<file path="config.mk">
export PLATFORM = sky130hd
export DESIGN_NAME = spi_tx_sched
export DESIGN_NICKNAME = d
export VERILOG_FILES = /design/src/rtl/spi_tx_sched.sv
export SDC_FILE = /design/constraint.sdc
export NUM_CORES = 1
export LEC_CHECK = 0
export BUFFER_PORTS_ARGS = -buffer_cell sky130_fd_sc_hd__buf_4
export CORE_ASPECT_RATIO = 1.2
export CORE_UTILIZATION = 51
export DETAILED_ROUTE_END_ITERATION = 10
export GPL_TIMING_DRIVEN = 0
export PLACE_DENSITY = 0.8
export SKIP_CTS_REPAIR_TIMING = 1
export SYNTH_ARGS = -nofsm -noshare
export SYNTH_HDL_FRONTEND = slang
export SYNTH_SLANG_ARGS = --single-unit
export TNS_END_PERCENT = 30
</file>
<file path="constraint.sdc">
create_clock -name clk_i -period 2.1 [get_ports clk_i]
set_input_delay 0.21 -clock clk_i [delete_from_list [all_inputs] [get_ports clk_i]]
set_output_delay 0.21 -clock clk_i [all_outputs]
set_load 0.05 [all_outputs]
</file>
<file path="src/rtl/spi_tx_sched.sv">
// Round-robin SPI frame scheduler: shares one tx_data/dv port among NREQ requesters plus a heartbeat.
// Optional WAIT watchdog enabled by defining SPI_TX_SCHED_TIMEOUT_EN.
module spi_tx_sched #(
  parameter int NREQ      = 4,
  parameter int DW        = 16,
  parameter int GAP       = 2,
  parameter int HB_PERIOD = 1937,
  parameter int TIMEOUT   = 4096
) (
  input  logic                       clk_i,
  input  logic                       reset_i,
  input  logic [NREQ-1:0]            req_valid_i,
  input  logic [NREQ*DW-1:0]         req_data_i,
  output logic [NREQ-1:0]            req_ready_o,
  output logic [DW-1:0]              tx_data_o,
  output logic                       dv_o,
  input  logic                       tx_done_i,
  output logic                       spi_reset_o,
  output logic [$clog2(NREQ+1)-1:0]  grant_id_o,
  output logic                       busy_o,
  output logic                       timeout_err_o
);
  localparam int GW  = $clog2(NREQ + 1);
  localparam int PW  = $clog2(NREQ);
  localparam int HBW = (HB_PERIOD > 1) ? $clog2(HB_PERIOD) : 1;
  localparam int GPW = (GAP > 1) ? $clog2(GAP) : 1;

  typedef enum logic [2:0] {ST_RST, ST_IDLE, ST_LAUNCH, ST_WAIT, ST_GAP} state_t;

  state_t          state_q;
  logic [PW-1:0]   ptr_q;
  logic [HBW-1:0]  hb_cnt_q;
  logic            hb_pending_q;
  logic [DW-1:0]   hb_seq_q;
  logic [GPW-1:0]  gap_cnt_q;
  logic [NREQ-1:0] req_ready_q;
  logic [DW-1:0]   tx_data_q;
  logic            dv_q;
  logic            spi_reset_q;
  logic [GW-1:0]   grant_id_q;
  logic            busy_q;

  logic            hb_tick_d;
  logic            sel_found_d;
  logic [PW-1:0]   sel_idx_d;
  logic [PW-1:0]   cand_d;
  logic [DW-1:0]   sel_word_d;

  assign hb_tick_d = (HB_PERIOD != 0) && (hb_cnt_q == HBW'(HB_PERIOD - 1));

  // Search starts just after the last granted requester and wraps.
  always_comb begin
    sel_found_d = 1'b0;
    sel_idx_d   = '0;
    cand_d      = '0;
    for (int k = 1; k <= NREQ; k++) begin
      cand_d = PW'((int'(ptr_q) + k) % NREQ);
      if (!sel_found_d && req_valid_i[cand_d]) begin
        sel_found_d = 1'b1;
        sel_idx_d   = cand_d;
      end
    end
  end

  always_comb begin
    sel_word_d = '0;
    for (int i = 0; i < NREQ; i++) begin
      if (sel_idx_d == PW'(i)) sel_word_d = req_data_i[i*DW +: DW];
    end
  end

`ifdef SPI_TX_SCHED_TIMEOUT_EN
  localparam int TW = (TIMEOUT > 1) ? $clog2(TIMEOUT) : 1;
  logic [TW-1:0] wait_cnt_q;
  logic          timeout_err_q;
  assign timeout_err_o = timeout_err_q;
`else
  assign timeout_err_o = 1'b0;
`endif

  always_ff @(posedge clk_i) begin
    if (!reset_i) begin
      state_q      <= ST_RST;
      ptr_q        <= PW'(NREQ - 1);
      hb_cnt_q     <= '0;
      hb_pending_q <= 1'b0;
      hb_seq_q     <= '0;
      gap_cnt_q    <= '0;
      req_ready_q  <= '0;
      tx_data_q    <= '0;
      dv_q         <= 1'b0;
      spi_reset_q  <= 1'b0;
      grant_id_q   <= '0;
      busy_q       <= 1'b0;
`ifdef SPI_TX_SCHED_TIMEOUT_EN
      wait_cnt_q    <= '0;
      timeout_err_q <= 1'b0;
`endif
    end else begin
      if (HB_PERIOD != 0) hb_cnt_q <= hb_tick_d ? '0 : hb_cnt_q + 1'b1;
      if (hb_tick_d) hb_pending_q <= 1'b1;
      spi_reset_q <= 1'b1;
      dv_q        <= 1'b0;
      req_ready_q <= '0;
      case (state_q)
        ST_RST: state_q <= ST_IDLE;
        ST_IDLE: begin
          if (hb_pending_q) begin
            // Later write wins, so a tick colliding with this launch is dropped.
            hb_pending_q <= 1'b0;
            tx_data_q    <= hb_seq_q;
            hb_seq_q     <= hb_seq_q + 1'b1;
            grant_id_q   <= GW'(NREQ);
            dv_q         <= 1'b1;
            busy_q       <= 1'b1;
            state_q      <= ST_LAUNCH;
          end else if (sel_found_d) begin
            tx_data_q   <= sel_word_d;
            grant_id_q  <= GW'(sel_idx_d);
            req_ready_q <= NREQ'(1) << sel_idx_d;
            ptr_q       <= sel_idx_d;
            dv_q        <= 1'b1;
            busy_q      <= 1'b1;
            state_q     <= ST_LAUNCH;
          end
        end
        ST_LAUNCH: begin
          state_q <= ST_WAIT;
`ifdef SPI_TX_SCHED_TIMEOUT_EN
          wait_cnt_q <= '0;
`endif
        end
        ST_WAIT: begin
          if (tx_done_i) begin
            if (GAP == 0) begin
              state_q <= ST_IDLE;
              busy_q  <= 1'b0;
            end else begin
              state_q   <= ST_GAP;
              gap_cnt_q <= GPW'(GAP - 1);
            end
          end
`ifdef SPI_TX_SCHED_TIMEOUT_EN
          else if (wait_cnt_q == TW'(TIMEOUT - 1)) begin
            spi_reset_q   <= 1'b0;
            timeout_err_q <= 1'b1;
            if (GAP == 0) begin
              state_q <= ST_IDLE;
              busy_q  <= 1'b0;
            end else begin
              state_q   <= ST_GAP;
              gap_cnt_q <= GPW'(GAP - 1);
            end
          end else begin
            wait_cnt_q <= wait_cnt_q + 1'b1;
          end
`endif
        end
        ST_GAP: begin
          if (gap_cnt_q == '0) begin
            state_q <= ST_IDLE;
            busy_q  <= 1'b0;
          end else begin
            gap_cnt_q <= gap_cnt_q - 1'b1;
          end
        end
        default: state_q <= ST_RST;
      endcase
    end
  end

  assign req_ready_o = req_ready_q;
  assign tx_data_o   = tx_data_q;
  assign dv_o        = dv_q;
  assign spi_reset_o = spi_reset_q;
  assign grant_id_o  = grant_id_q;
  assign busy_o      = busy_q;

endmodule

</file>
== Yosys cells after proc, flatten, opt, wreduce, memory -nomap -nowiden ==
Index checks and enable logic that the tools add are counted.

* Bits in registers: 60
* Latch bits: 0
* Bits in read-only memories: 0
* Input port bits: 71
* Memories: 0
* RAM bits: 0

* Reduce and logical (&&, ||, !) cells: 20
* Order comparisons: 4
* Shift operators: 1
* $mul: 0
* Divide/modulo/power cells: 0
* Add/subtract/negate cells: 7
* Bitwise gates (word level): 4
* Multiplexer cells: 42
* Eq/ne operators: 11

{| class="wikitable"
|+ Operators by type and width
! operator !! number
|-
| 16-bit 2-to-1 mux || 6
|-
| 1-bit 2-to-1 mux || 19
|-
| 3-bit 2-to-1 mux || 6
|-
| 16-bit by 1-bit adder with 16-bit output, second input constant || 1
|-
| 3-bit one-hot mux with 5 select lines || 1
|-
| 2-bit by 3-bit less-than comparator with 1-bit output, second input constant || 4
|-
| 11-bit by 1-bit adder with 11-bit output, second input constant || 1
|-
| 11-bit equality test, second input constant || 1
|-
| 3-bit AND reduction || 3
|-
| 1-bit binary-select mux with 2-bit select || 4
|-
| 2-bit 2-to-1 mux || 4
|-
| 2-bit AND reduction || 4
|-
| 3-bit by 2-bit equality test with 1-bit output, second input constant || 2
|-
| 2-bit nonzero test || 3
|-
| 2-bit by 1-bit adder with 2-bit output, second input constant || 2
|-
| 2-bit adder, second input constant || 2
|-
| 2-bit equality test, second input constant || 2
|-
| 2-bit != test, second input constant || 2
|-
| 1-bit inverter || 4
|-
| 1-bit one-hot mux with 2 select lines || 2
|-
| 4-bit OR reduction || 1
|-
| 1-bit by 2-bit << shifter with 4-bit output, first input constant || 1
|-
| 3-bit by 1-bit equality test with 1-bit output, second input constant || 1
|-
| 3-bit equality test, second input constant || 1
|-
| 8 further kinds || 12
|}

== Logic depth before layout (Yosys ltp) ==
Gate-level depths: netlist of run 1.

* Depth after elaboration: 20
* Gate-level depth with buffers: 7

== Least setup slack after synthesis of run 1 ==
Ideal clock, no wire load.

* Kind: reg-to-reg
* From: reg ptr_q[0]
* To: reg tx_data_q[12] (netlist: tx_data_o[12])
* Cell stages (with the launch flop): 6
* Data arrival time: 1751 ps
* Slack: 227 ps
* Period minus slack after synthesis: 1873 ps
* Cells stage by stage: dfxtp_1 nand2b_1 a311oi_4 buf_6 mux2_1 a221o_1

* Longest elaborated chain between the ends: 20
* Elaborated cells on any way between the ends: 38
* Classes of those cells: add/sub: 4; eq/ne: 3; mux: 22; reduce/logical: 9

{| class="wikitable"
|+ RTL lines
! what !! line !! text
|-
| start, declared || 31 || <nowiki>logic [PW-1:0] ptr_q;</nowiki>
|-
| start signal, assigned || 84 || <nowiki>ptr_q <= PW'(NREQ - 1);</nowiki>
|-
| start signal, assigned || 121 || <nowiki>ptr_q <= sel_idx_d;</nowiki>
|-
| 2-bit by 1-bit adder with 2-bit output || 57 || <nowiki>cand_d = PW'((int'(ptr_q) + k) % NREQ);</nowiki>
|-
| 1-bit binary-select mux with 2-bit select || 58 || <nowiki>if (!sel_found_d && req_valid_i[cand_d]) begin</nowiki>
|-
| 1-bit 2-to-1 mux (not written as such) || 58 ||
|-
| 1-bit 2-to-1 mux || 58 ||
|-
| 1-bit logical NOT || 58 ||
|-
| 1-bit logical AND || 58 ||
|-
| 1-bit 2-to-1 mux || 58 ||
|-
| 1-bit logical NOT || 58 ||
|-
| 1-bit logical AND || 58 ||
|-
| 1-bit 2-to-1 mux || 58 ||
|-
| 1-bit logical NOT || 58 ||
|-
| 1-bit logical AND || 58 ||
|-
| 2-bit 2-to-1 mux || 58 ||
|-
| 2-bit logical NOT || 68 || <nowiki>if (sel_idx_d == PW'(i)) sel_word_d = req_data_i[i*DW +: DW];</nowiki>
|-
| 16-bit 2-to-1 mux (4 in series) || 68 ||
|-
| 16-bit 2-to-1 mux || 117 || <nowiki>end else if (sel_found_d) begin</nowiki>
|-
| 16-bit 2-to-1 mux || 108 || <nowiki>if (hb_pending_q) begin</nowiki>
|-
| end signal, assigned || 111 || <nowiki>tx_data_q <= hb_seq_q;</nowiki>
|-
| end signal, assigned || 118 || <nowiki>tx_data_q <= sel_word_d;</nowiki>
|-
| end, declared || 37 || <nowiki>logic [DW-1:0] tx_data_q;</nowiki>
|}

Several ways; a longest one is shown, not always the timed one. The select of a mux whose other input is x is not followed.
A chain may end at the register's enable or synchronous reset.

== Final worst setup path of run 1 ==
* From: reg ptr_q[0]
* To: reg tx_data_q[11] (netlist: tx_data_o[11])

Same word-level chain as after synthesis.

==> run_results.csv, run 1 <==
group,metric,value,unit
drt,first_iter_violations,174,
die,core-area,6012,um2
timing,min_period,2021,ps
drt,drc,0,
die,fp.dieArea,6492,um2
die,fp.dieW,73.72,um
placed_design,hpwl,6749,um
outcome,status,"finished clean",
yosys,yosysWarnings,0,
power,power_density,782.0,nW/um2
yosys,syn_nets,444,
drt,dr.pass1.iters,4,
timing,worst_pin_slew,851.5,ps
yosys,netlist_instances,370,
drt,wl_per_cell,15.74,um
grt,grt_pass1_vias,3095,
power,ir_drop,0.0006899,V
power,p_leak,0.001749,uW
timing,hold_slack,168.9,ps
timing,slew_headroom,0.4251,
timing,setup_tns,0,ps
final_layout,seq_area,1201,um2
worst_setup_path,start_kind,"flip-flop",
yosys,async_flop_share,0,
die,start_util,0.5236,
worst_setup_path,r2r_start,"ptr_q[0]$_SDFFE_PN1P_",
final_layout,layout-drive-gt1-share,0.2940,
placed_design,gp_congestion,0.9001,
yosys,synth_area_per_cell,8.508,um2
final_layout,stdcell_count,565,
yosys,synth_area_leaders,"dfxtp_1, nor2_1, a21oi_1",
worst_setup_path,cp-end-kind,"flip-flop",
worst_setup_path,timing.rr.end,"tx_data_o[11]$_SDFFE_PN0P_",
final_layout,nets,552,
clocking,clk_pin_slew,70,ps
yosys,ys.flop_type,"dfxtp_1",
clocking,cts_buffers,9,
worst_setup_path,cp.required,2300,ps
hold_path,hold_start,"req_data_i[50]",
yosys,synth.distinct_cells,50,
clocking,cts.sinks,60,
clocking,clk_latency,340,ps
yosys,netlist.area_leader.share,0.3816,
clocking,clockRootBuffer,"clkbuf_8",
placed_design,portBuffers,96,
worst_setup_path,critPathKind,"flip-flop to flip-flop",
hold_path,hold_end,"tx_data_o[2]$_SDFFE_PN0P_",
clocking,cts_tree,"yes",
timing,min_period_over_period,0.9622,
timing,setup_viol,0,
die,die_h,88.07,um
hold_path,worstHoldPathType,"primary input to flip-flop",
placed_design,placedCellCount,548,
worst_setup_path,r2r_cells,6,
yosys,yosys.area.top_type,"dfxtp_1",
yosys,syn_area,3148,um2
final_layout,n_fill_cell,482,
yosys,seq_area_frac_synth,0.3816,
timing,fmax,494.9,MHz
clocking,cts_buffer_depth,2,
final_layout,multiInputGateArea,1783,um2
timing,skew,9.897,ps
die,ios,98,
worst_setup_path,crit_fanout,10,
grt,grt_max_degree,11,
worst_setup_path,reg2reg_slack,80,ps
worst_setup_path,critPathArrivalTime,2220,ps
power,power,3305,uW
drt,totalWireLength,8895,um
grt,grt_first_pass_wirelength,14100,um
final_layout,diodes,0,
timing,rsz0062_at_grt,"false",
drt,via_count,3230,
timing,drv_slew,0,
yosys,synth_edf_count,0,
grt,grt_antenna_before_repair,0,
grt,track_usage,0.2858,
timing,hold_violations,0,
hold_path,whs_path_depth,3,
run,max_cap_violations,0,
yosys,ys_ff_latch,60,
drt,via_per_inst,5.717,
die,core.rowCount,31,
grt,grt_overflow_total,0,
clocking,htreeDepth,3,
drt,postRouteAntennaNets,0,
final_layout,syn_to_final_growth,34.26,%
[report_power, final]
| part | switching (uW) | leakage (uW) | total [uW] | internal (uW) |
|---|---|---|---|---|
| sequential | 54.3 | 0.000488 | 1260 | 1200 |
| combinational | 484 | 0.00114 | 835 | 351 |
| clock | 451 | 0.000122 | 1210 | 761 |
[flip-flops by register name, summed over array words and instances (netlist names)]
name	flops
tx_data_o	16
busy_o	1
hb_seq_q	16
req_ready_o	4
ptr_q	2
spi_reset_o	1
grant_id_o	3
state_q	3
gap_cnt_q	1
hb_pending_q	1
hb_cnt_q	11
dv_o	1
[how the worst max path moves through the flow]
stage / start / endpoint / slack [ps] / cells after the start
floorplan: ptr_q[0]$_SDFFE_PN1P_ / tx_data_o[12]$_SDFFE_PN0P_ / 230 / 5
finish: ptr_q[0]$_SDFFE_PN1P_ / tx_data_o[11]$_SDFFE_PN0P_ / 80 / 6
detailed placement: req_valid_i[1] / tx_data_o[11]$_SDFFE_PN0P_ / -60 / 8
global placement: req_valid_i[1] / tx_data_o[11]$_SDFFE_PN0P_ / 1 / 8
CTS: ptr_q[0]$_SDFFE_PN1P_ / tx_data_o[11]$_SDFFE_PN0P_ / -60 / 6
global route: ptr_q[0]$_SDFFE_PN1P_ / tx_data_o[11]$_SDFFE_PN0P_ / 20 / 6
[cells by family after synthesis]
logic type,Yosys count,share of synthesized area
AO/OA/AOI/OAI,90,0.1952
XOR/XNOR,19,0.05286
adder cells (fa/ha/maj),3,0.01192
buffers and inverters,35,0.05405
flip-flops,60,0.3816
multiplexers,19,0.06797
other,1,0.001191
AND/OR/NAND/NOR,143,0.2353
[critical path, cell delays in order, from the launching register on]
cell and delay, ps:
dfxtp_1 390, nand2b_1 240, a311oi_4 340, buf_6 210
mux2_1 330, a22oi_1 260, a211oi_2 110
[area by class of cell]
class / count / share of cell area
Multi-Input combinational cell: 275 / 0.4218
Sequential cell: 60 / 0.2842
Timing Repair Buffer: 98 / 0.1747
Clock buffer: 12 / 0.03908
Buffer: 22 / 0.02872
Tap cell: 82 / 0.02427
Clock inverter: 4 / 0.01658
Inverter: 12 / 0.01066
[cells in the mapped netlist (5+ instances only)]
| cell | n |
|---|---|
| a221oi_1 | 10 |
| nand2_1 | 22 |
| mux2_1 | 11 |
| xor2_1 | 8 |
| and2_1 | 5 |
| dfxtp_1 | 60 |
| nand3_1 | 15 |
| o21ai_0 | 19 |
| mux2_2 | 8 |
| a22oi_1 | 10 |
| clkbuf_1 | 11 |
| buf_4 | 5 |
| or3_1 | 13 |
| xnor2_1 | 11 |
| nor2_1 | 42 |
| o22ai_1 | 6 |
| nor3_1 | 15 |
| a21oi_1 | 26 |
| and3_1 | 11 |
| inv_1 | 12 |
[per-layer routing]
metal	part of all wire	GRT usage	up-vias
met5	0	0	-
met3	0.055	0.05754	17
li1	-	-	1558
met2	0.52	0.5179	114
met1	0.41	0.3269	1541
met4	0.020	0.1084	0
[metrics by stage]
step                setup slack, ps  instance area, um2    util
global placement              1.121                3971  0.6606
detailed placement           -62.04                3971  0.6606
global route                  19.37                4227  0.7030
CTS                          -61.17                4207  0.6997
finish                        79.43                4227  0.7030
floorplan                     226.8                3148       -
[layout by cell type (no fill, tap or decap), types with 11 or more instances in the layout]
cell / Yosys / routed
buf_4: 5 / 102
dfxtp_1: 60 / 60
nor2_1: 42 / 42
a21oi_1: 26 / 26
nand2_1: 22 / 22
o21ai_0: 19 / 19
nand3_1: 15 / 15
nor3_1: 15 / 15
or3_1: 13 / 13
inv_1: 12 / 12
clkbuf_8: 0 / 12
and3_1: 11 / 11
xnor2_1: 11 / 11
mux2_1: 11 / 11
No activity file was read; power rests on OpenSTA's default activity.
==> run 2: changes to the inputs <==
--- a/config.mk
+++ b/config.mk
@@ -5,9 +5,10 @@
 export SDC_FILE = /design/constraint.sdc
 export NUM_CORES = 1
 export LEC_CHECK = 0
+export ABC_AREA = 1
 export BUFFER_PORTS_ARGS = -buffer_cell sky130_fd_sc_hd__buf_4
 export CORE_ASPECT_RATIO = 1.2
-export CORE_UTILIZATION = 51
+export CORE_UTILIZATION = 52
 export DETAILED_ROUTE_END_ITERATION = 10
 export GPL_TIMING_DRIVEN = 0
 export PLACE_DENSITY = 0.8
==> run_results.csv, run 2 <==
group,metric,value,unit
power,ir_drop,0.001280,V
outcome,status,"finished clean",
clocking,clk_latency,340,ps
grt,grt_overflow_total,0,
worst_setup_path,cp.required,2300,ps
placed_design,portBuffers,96,
yosys,synthXorXnorAreaFrac,0.007678,
final_layout,nets,698,
final_layout,final_common_cell,"nand2_1",
timing,setup_viol,0,
power,pwr-share-seq,0.196,
yosys,synth_area_leaders,"dfxtp_1, nand2_1, a21oi_1",
yosys,syn_nets,578,
power,power,7695,uW
timing,fmax,477.8,MHz
power,clockPowerShare,0.132,
worst_setup_path,critPathKind,"flip-flop to flip-flop",
run,max_cap_violations,0,
power,p_int,3868,uW
timing,slew_headroom,0.5669,
hold_path,worstHoldPathType,"primary input to flip-flop",
drt,via_per_inst,5.290,
yosys,ys.flop_type,"dfxtp_1",
drt,first_iter_violations,229,
yosys,synth_area_per_cell,6.790,um2
yosys,netlist_instances,504,
final_layout,diodes,0,
final_layout,multiInputGateArea,2014,um2
timing,min_period_over_period,0.9967,
placed_design,gp_congestion,0.9078,
clocking,cts_buffers,9,
timing,rsz0062_at_grt,"true",
clocking,htreeDepth,3,
clocking,cts_buffer_depth,2,
final_layout,final_cell_area,4727,um2
power,p_comb_frac,0.672,
die,die_h,90.87,um
final_layout,layout-drive-gt1-share,0.3355,
yosys,seq_area_frac_synth,0.3510,
drt,wl_per_cell,14.20,um
worst_setup_path,crit_fanout,10,
final_layout,seq_area,1206,um2
placed_design,hpwl,7423,um
yosys,synth.area.mux_share,0,
grt,track_usage,0.2834,
yosys,synth_top_family_by_area,"simple AND/OR/NAND/NOR gates",
yosys,synthAdderAreaFrac,0.01097,
grt,grt_first_pass_wirelength,15560,um
die,start_util,0.5342,
worst_setup_path,critPathArrivalTime,2300,ps
clocking,clockRootBuffer,"clkbuf_8",
timing,skew,5.785,ps
yosys,syn_area,3422,um2
grt,grt_pass1_vias,3440,
timing,drv_slew,0,
timing,setup_tns,0,ps
power,power.switching,3827,uW
yosys,synth_edf_count,0,
clocking,clk_pin_slew,60,ps
die,fp.dieW,76.06,um
die,ios,98,
final_layout,n_fill_cell,534,
timing,hold_violations,0,
yosys,synth-compound-area-share,0.1495,
yosys,yosys.area_share.simple,0.3806,
yosys,yosys.area.top_type,"dfxtp_1",
die,core.rowCount,32,
placed_design,postPlaceCellArea,4249,um2
final_layout,syn_to_final_growth,38.14,%
clocking,cts.sinks,60,
drt,totalWireLength,10140,um
timing,hold_slack,49.46,ps
drt,drc,0,
final_layout,final_cell_mix,"nand2_1, buf_4, dfxtp_1",
timing,min_period,2093,ps
yosys,async_flop_share,0,
clocking,cts_tree,"yes",
power,p_leak,0.002126,uW
die,core-area,6406,um2
drt,postRouteAntennaNets,0,
power,power_density,1628,nW/um2
drt,dr.pass1.iters,5,
drt,via_count,3777,
yosys,synth_commonest_cells,"nand2_1, dfxtp_1, inv_1",
yosys,yosysMostFrequentCell,"nand2_1",
placed_design,post-place-ws,-106.8,ps
worst_setup_path,start_kind,"flip-flop",
yosys,synth.distinct_cells,42,
yosys,yosysWarnings,0,
yosys,netlist.area_leader.share,0.3510,
timing,worst_pin_slew,649.6,ps
die,fp.dieArea,6911,um2
timing,fin_ws,6.855,ps
grt,grt_max_degree,11,
yosys,ys_ff_latch,60,
power,swShare,0.4973,
worst_setup_path,cp-end-kind,"flip-flop",
grt,grt_antenna_before_repair,0,
-- run 2: changes by cell type in the layout (fill, tap and decap cells not counted), sizes merged, moves of 10 or more --
cell and change:
nand2 +145, inv +44, o21ai +20, mux2 -19
a21oi +17, or3 -13, a221oi -10, a22oi -10
buf +10, xnor2 -10
-- run 2: final timing paths --
kind         cells after the start                    from  slack [ps]                         to
max                             15   ptr_q[0]$_SDFFE_PN1P_           7  tx_data_o[8]$_SDFFE_PN0P_
min                              1                 reset_i          50        spi_reset_o$_DFF_P_
max reg2reg                     15   ptr_q[0]$_SDFFE_PN1P_           7  tx_data_o[8]$_SDFFE_PN0P_
min reg2reg                      1  hb_cnt_q[9]$_SDFF_PP0_         470     hb_cnt_q[9]$_SDFF_PP0_
-- run 2: layer usage --
layer / vias up / wire [um] / GRT usage
met3: 35 / 441 / 0.05455
met1: 1735 / 4004 / 0.3164
met2: 129 / 5270 / 0.5053
met5: - / 0 / 0
li1: 1878 / - / -
met4: 0 / 421 / 0.1522
-- run 2: cell type report --
cell class | count | area share
Inverter | 57 | 0.04817
Buffer | 17 | 0.02700
Multi-Input combinational cell | 371 | 0.4262
Tap cell | 85 | 0.02250
Timing Repair Buffer | 108 | 0.1787
Clock buffer | 16 | 0.04235
Sequential cell | 60 | 0.2552
-- run 2: critical path: stages (launching register included) --
cell	delay, ps
dfxtp_2	320
buf_8	130
inv_8	90
nand2_2	60
nand3_1	90
nand2_1	100
a21oi_1	190
nand2_2	150
nand2_8	150
nand2_2	130
inv_4	130
nand2_1	60
nand2_1	60
nand3_1	90
nand2_1	120
a21oi_2	60
-- run 2: power by group through the flow --
| stage | sequential, uW | combinational, uW | clock (uW) |
|---|---|---|---|
| 4_1_cts | 1490 | 4320 | 1020 |
| 6_report | 1510 | 5170 | 1020 |
| 2_1_floorplan | 2070 | 2630 | 0 |
| 3_3_place_gp | 1510 | 4230 | 0 |
| 5_1_grt | 1530 | 5540 | 1080 |
| 3_5_place_dp | 1510 | 4300 | 0 |
-- run 2: per-stage QoR --
stage,utilization,instances
4_1_cts,0.6945,701
3_3_place_gp,0.6633,685
6_report,0.7379,714
5_1_grt,0.7379,714
2_1_floorplan,-,504
3_5_place_dp,0.6633,685
-- run 2: kinds of logic after synthesis --
| logic type | after synthesis |
|---|---|
| AND/OR/NAND/NOR | 269 |
| AO/OA/AOI/OAI | 93 |
| buffers and inverters | 75 |
| flip-flops | 60 |
| XOR/XNOR | 3 |
| adder cells (fa/ha/maj) | 3 |
| other | 1 |
==> run 3: changes to the inputs <==
--- a/config.mk
+++ b/config.mk
@@ -11,7 +11,7 @@
 export CORE_UTILIZATION = 52
 export DETAILED_ROUTE_END_ITERATION = 10
 export GPL_TIMING_DRIVEN = 0
-export PLACE_DENSITY = 0.8
+export PLACE_DENSITY = 0.83
 export SKIP_CTS_REPAIR_TIMING = 1
 export SYNTH_ARGS = -nofsm -noshare
 export SYNTH_HDL_FRONTEND = slang
==> run_results.csv, run 3 (same netlist as run 2, synthesis figures left out) <==
group,metric,value,unit
outcome,status,"finished with violations",
outcome,violations,"negative setup slack",
die,die_h,90.87,um
power,power,8244,uW
power,p_leak,0.002225,uW
power,ir_drop,0.001145,V
die,core-area,6406,um2
placed_design,portBuffers,96,
placed_design,gp_congestion,0.9431,
worst_setup_path,critical_path.endpoint,"tx_data_o[11]$_SDFFE_PN0P_",
grt,track_usage,0.2852,
worst_setup_path,startpoint,"ptr_q[0]$_SDFFE_PN1P_",
hold_path,worstHoldPathType,"primary input to flip-flop",
grt,grt_pass1_vias,3458,
worst_setup_path,timing.rr.end,"tx_data_o[11]$_SDFFE_PN0P_",
timing,slew_headroom,0.5453,
final_layout,layout-drive-gt1-share,0.3566,
clocking,cts_buffer_depth,2,
worst_setup_path,critPathArrivalTime,2440,ps
grt,grt_first_pass_wirelength,15550,um
drt,via_per_inst,5.422,
clocking,cts_buffers,9,
final_layout,syn_to_final_growth,42.16,%
drt,route.met2.wl,5480,um
final_layout,diodes,0,
timing,worst_pin_slew,682.0,ps
die,fp.dieW,76.06,um
worst_setup_path,crit_fanout,7,
final_layout,fin_util,0.7594,
final_layout,nets,700,
die,fp.dieArea,6911,um2
drt,totalWireLength,10560,um
drt,via_count,3882,
clocking,cts_tree,"yes",
die,ios,98,
grt,grt_max_degree,11,
clocking,htreeDepth,3,
drt,drc,0,
die,core.rowCount,32,
final_layout,final_cell_mix,"nand2_1, buf_4, dfxtp_1",
drt,wl_per_cell,14.75,um
worst_setup_path,critPathKind,"flip-flop to flip-flop",
timing,min_period_over_period,1.030,
timing,drv_slew,0,
drt,highest_layer,"met4",
timing,setup_viol,12,
drt,wl_met1,4036,um
final_layout,n_fill_cell,507,
drt,postRouteAntennaNets,0,
run,max_cap_violations,0,
timing,rsz0062_at_grt,"true",
drt,dr.pass1.iters,5,
clocking,cts.sinks,60,
worst_setup_path,reg2reg_slack,-60,ps
final_layout,final_common_cell,"nand2_1",
timing,fmax,462.3,MHz
clocking,clk_pin_slew,70,ps
clocking,clockRootBuffer,"clkbuf_8",
placed_design,hpwl,7244,um
timing,min_period,2163,ps
timing,skew,7.519,ps
worst_setup_path,cp-end-kind,"flip-flop",
drt,wl_met3,687,um
drt,first_iter_violations,240,
worst_setup_path,r2r_start,"ptr_q[0]$_SDFFE_PN1P_",
worst_setup_path,r2r_cells,17,
grt,grt_overflow_total,0,
power,power_density,1695,nW/um2
grt,grt_antenna_before_repair,0,
timing,fin_ws,-63.32,ps
timing,hold_violations,0,
worst_setup_path,start_kind,"flip-flop",
clocking,clk_latency,350,ps
worst_setup_path,cp.required,2380,ps
die,start_util,0.5342,
run 3: cell count changes in the layout (fill, tap and decap cells not counted), moves of 3 or more:
cell | before | now
nand2_4 | 8 | 18
nand2_1 | 131 | 122
nand3_1 | 21 | 16
clkbuf_8 | 14 | 10
nand3_2 | 3 | 7
o21ai_1 | 8 | 11
run 3: worst min-delay path by stage:
| stage | from | endpoint | cells past startpoint |
|---|---|---|---|
| 2_1_floorplan | reset_i | spi_reset_o$_DFF_P_ | 0 |
| 3_3_place_gp | reset_i | spi_reset_o$_DFF_P_ | 1 |
| 3_5_place_dp | reset_i | spi_reset_o$_DFF_P_ | 1 |
| 4_1_cts | reset_i | spi_reset_o$_DFF_P_ | 1 |
| 5_1_grt | reset_i | spi_reset_o$_DFF_P_ | 1 |
| 6_report | reset_i | spi_reset_o$_DFF_P_ | 1 |
run 3: cell type report:
class | instances | area, um2 | area share
Inverter | 57 | 229.0 | 0.04707
Buffer | 17 | 127.6 | 0.02623
Multi-Input combinational cell | 370 | 2096 | 0.4308
Clock inverter | 4 | 72.57 | 0.01492
Tap cell | 85 | 106.4 | 0.02186
Timing Repair Buffer | 111 | 882.1 | 0.1813
Clock buffer | 12 | 145.1 | 0.02984
Sequential cell | 60 | 1206 | 0.2479
run 3: through the flow:
| stage | TNS (ps) | instance area [um2] | setup slack (ps) | hold WS [ps] | instances |
|---|---|---|---|---|---|
| after floorplan | 0 | 3422 | 289.6 | 237.7 | 504 |
| after detailed placement | -315.7 | 4249 | -99.76 | 392.0 | 685 |
| after global placement | -28.93 | 4249 | -28.93 | 393.8 | 685 |
| final | -521.8 | 4865 | -63.32 | 38.11 | 716 |
| after global routing | -2750 | 4865 | -202.3 | 33.53 | 716 |
| after CTS | -579.8 | 4467 | -112.7 | 35.57 | 701 |
run 3: routing by layer:
layer	track usage	vias to the layer above
li1	-	1876
met1	0.3233	1792
met2	0.5189	178
met3	0.03838	36
met4	0.1442	0
met5	0	-
run 3: report_power, final:
| part | switching [uW] | internal, uW | total, uW |
|---|---|---|---|
| Clock | 459 | 699 | 1160 |
| Sequential | 153 | 1360 | 1510 |
| Combinational | 3460 | 2110 | 5570 |
run 3: critical path: stages, from the launching register on:
cell and delay, ps:
dfxtp_2 320, buf_8 130, clkinv_8 70, buf_8 110
nand2_1 80, nand3_2 80, nand2_2 80, nor2_4 120
nand3_2 100, nand2_4 120, nand2_8 100, nor2_8 170
buf_6 130, clkbuf_16 130, nand2_2 40, nand4_1 60
nand2_1 80, a21oi_2 140
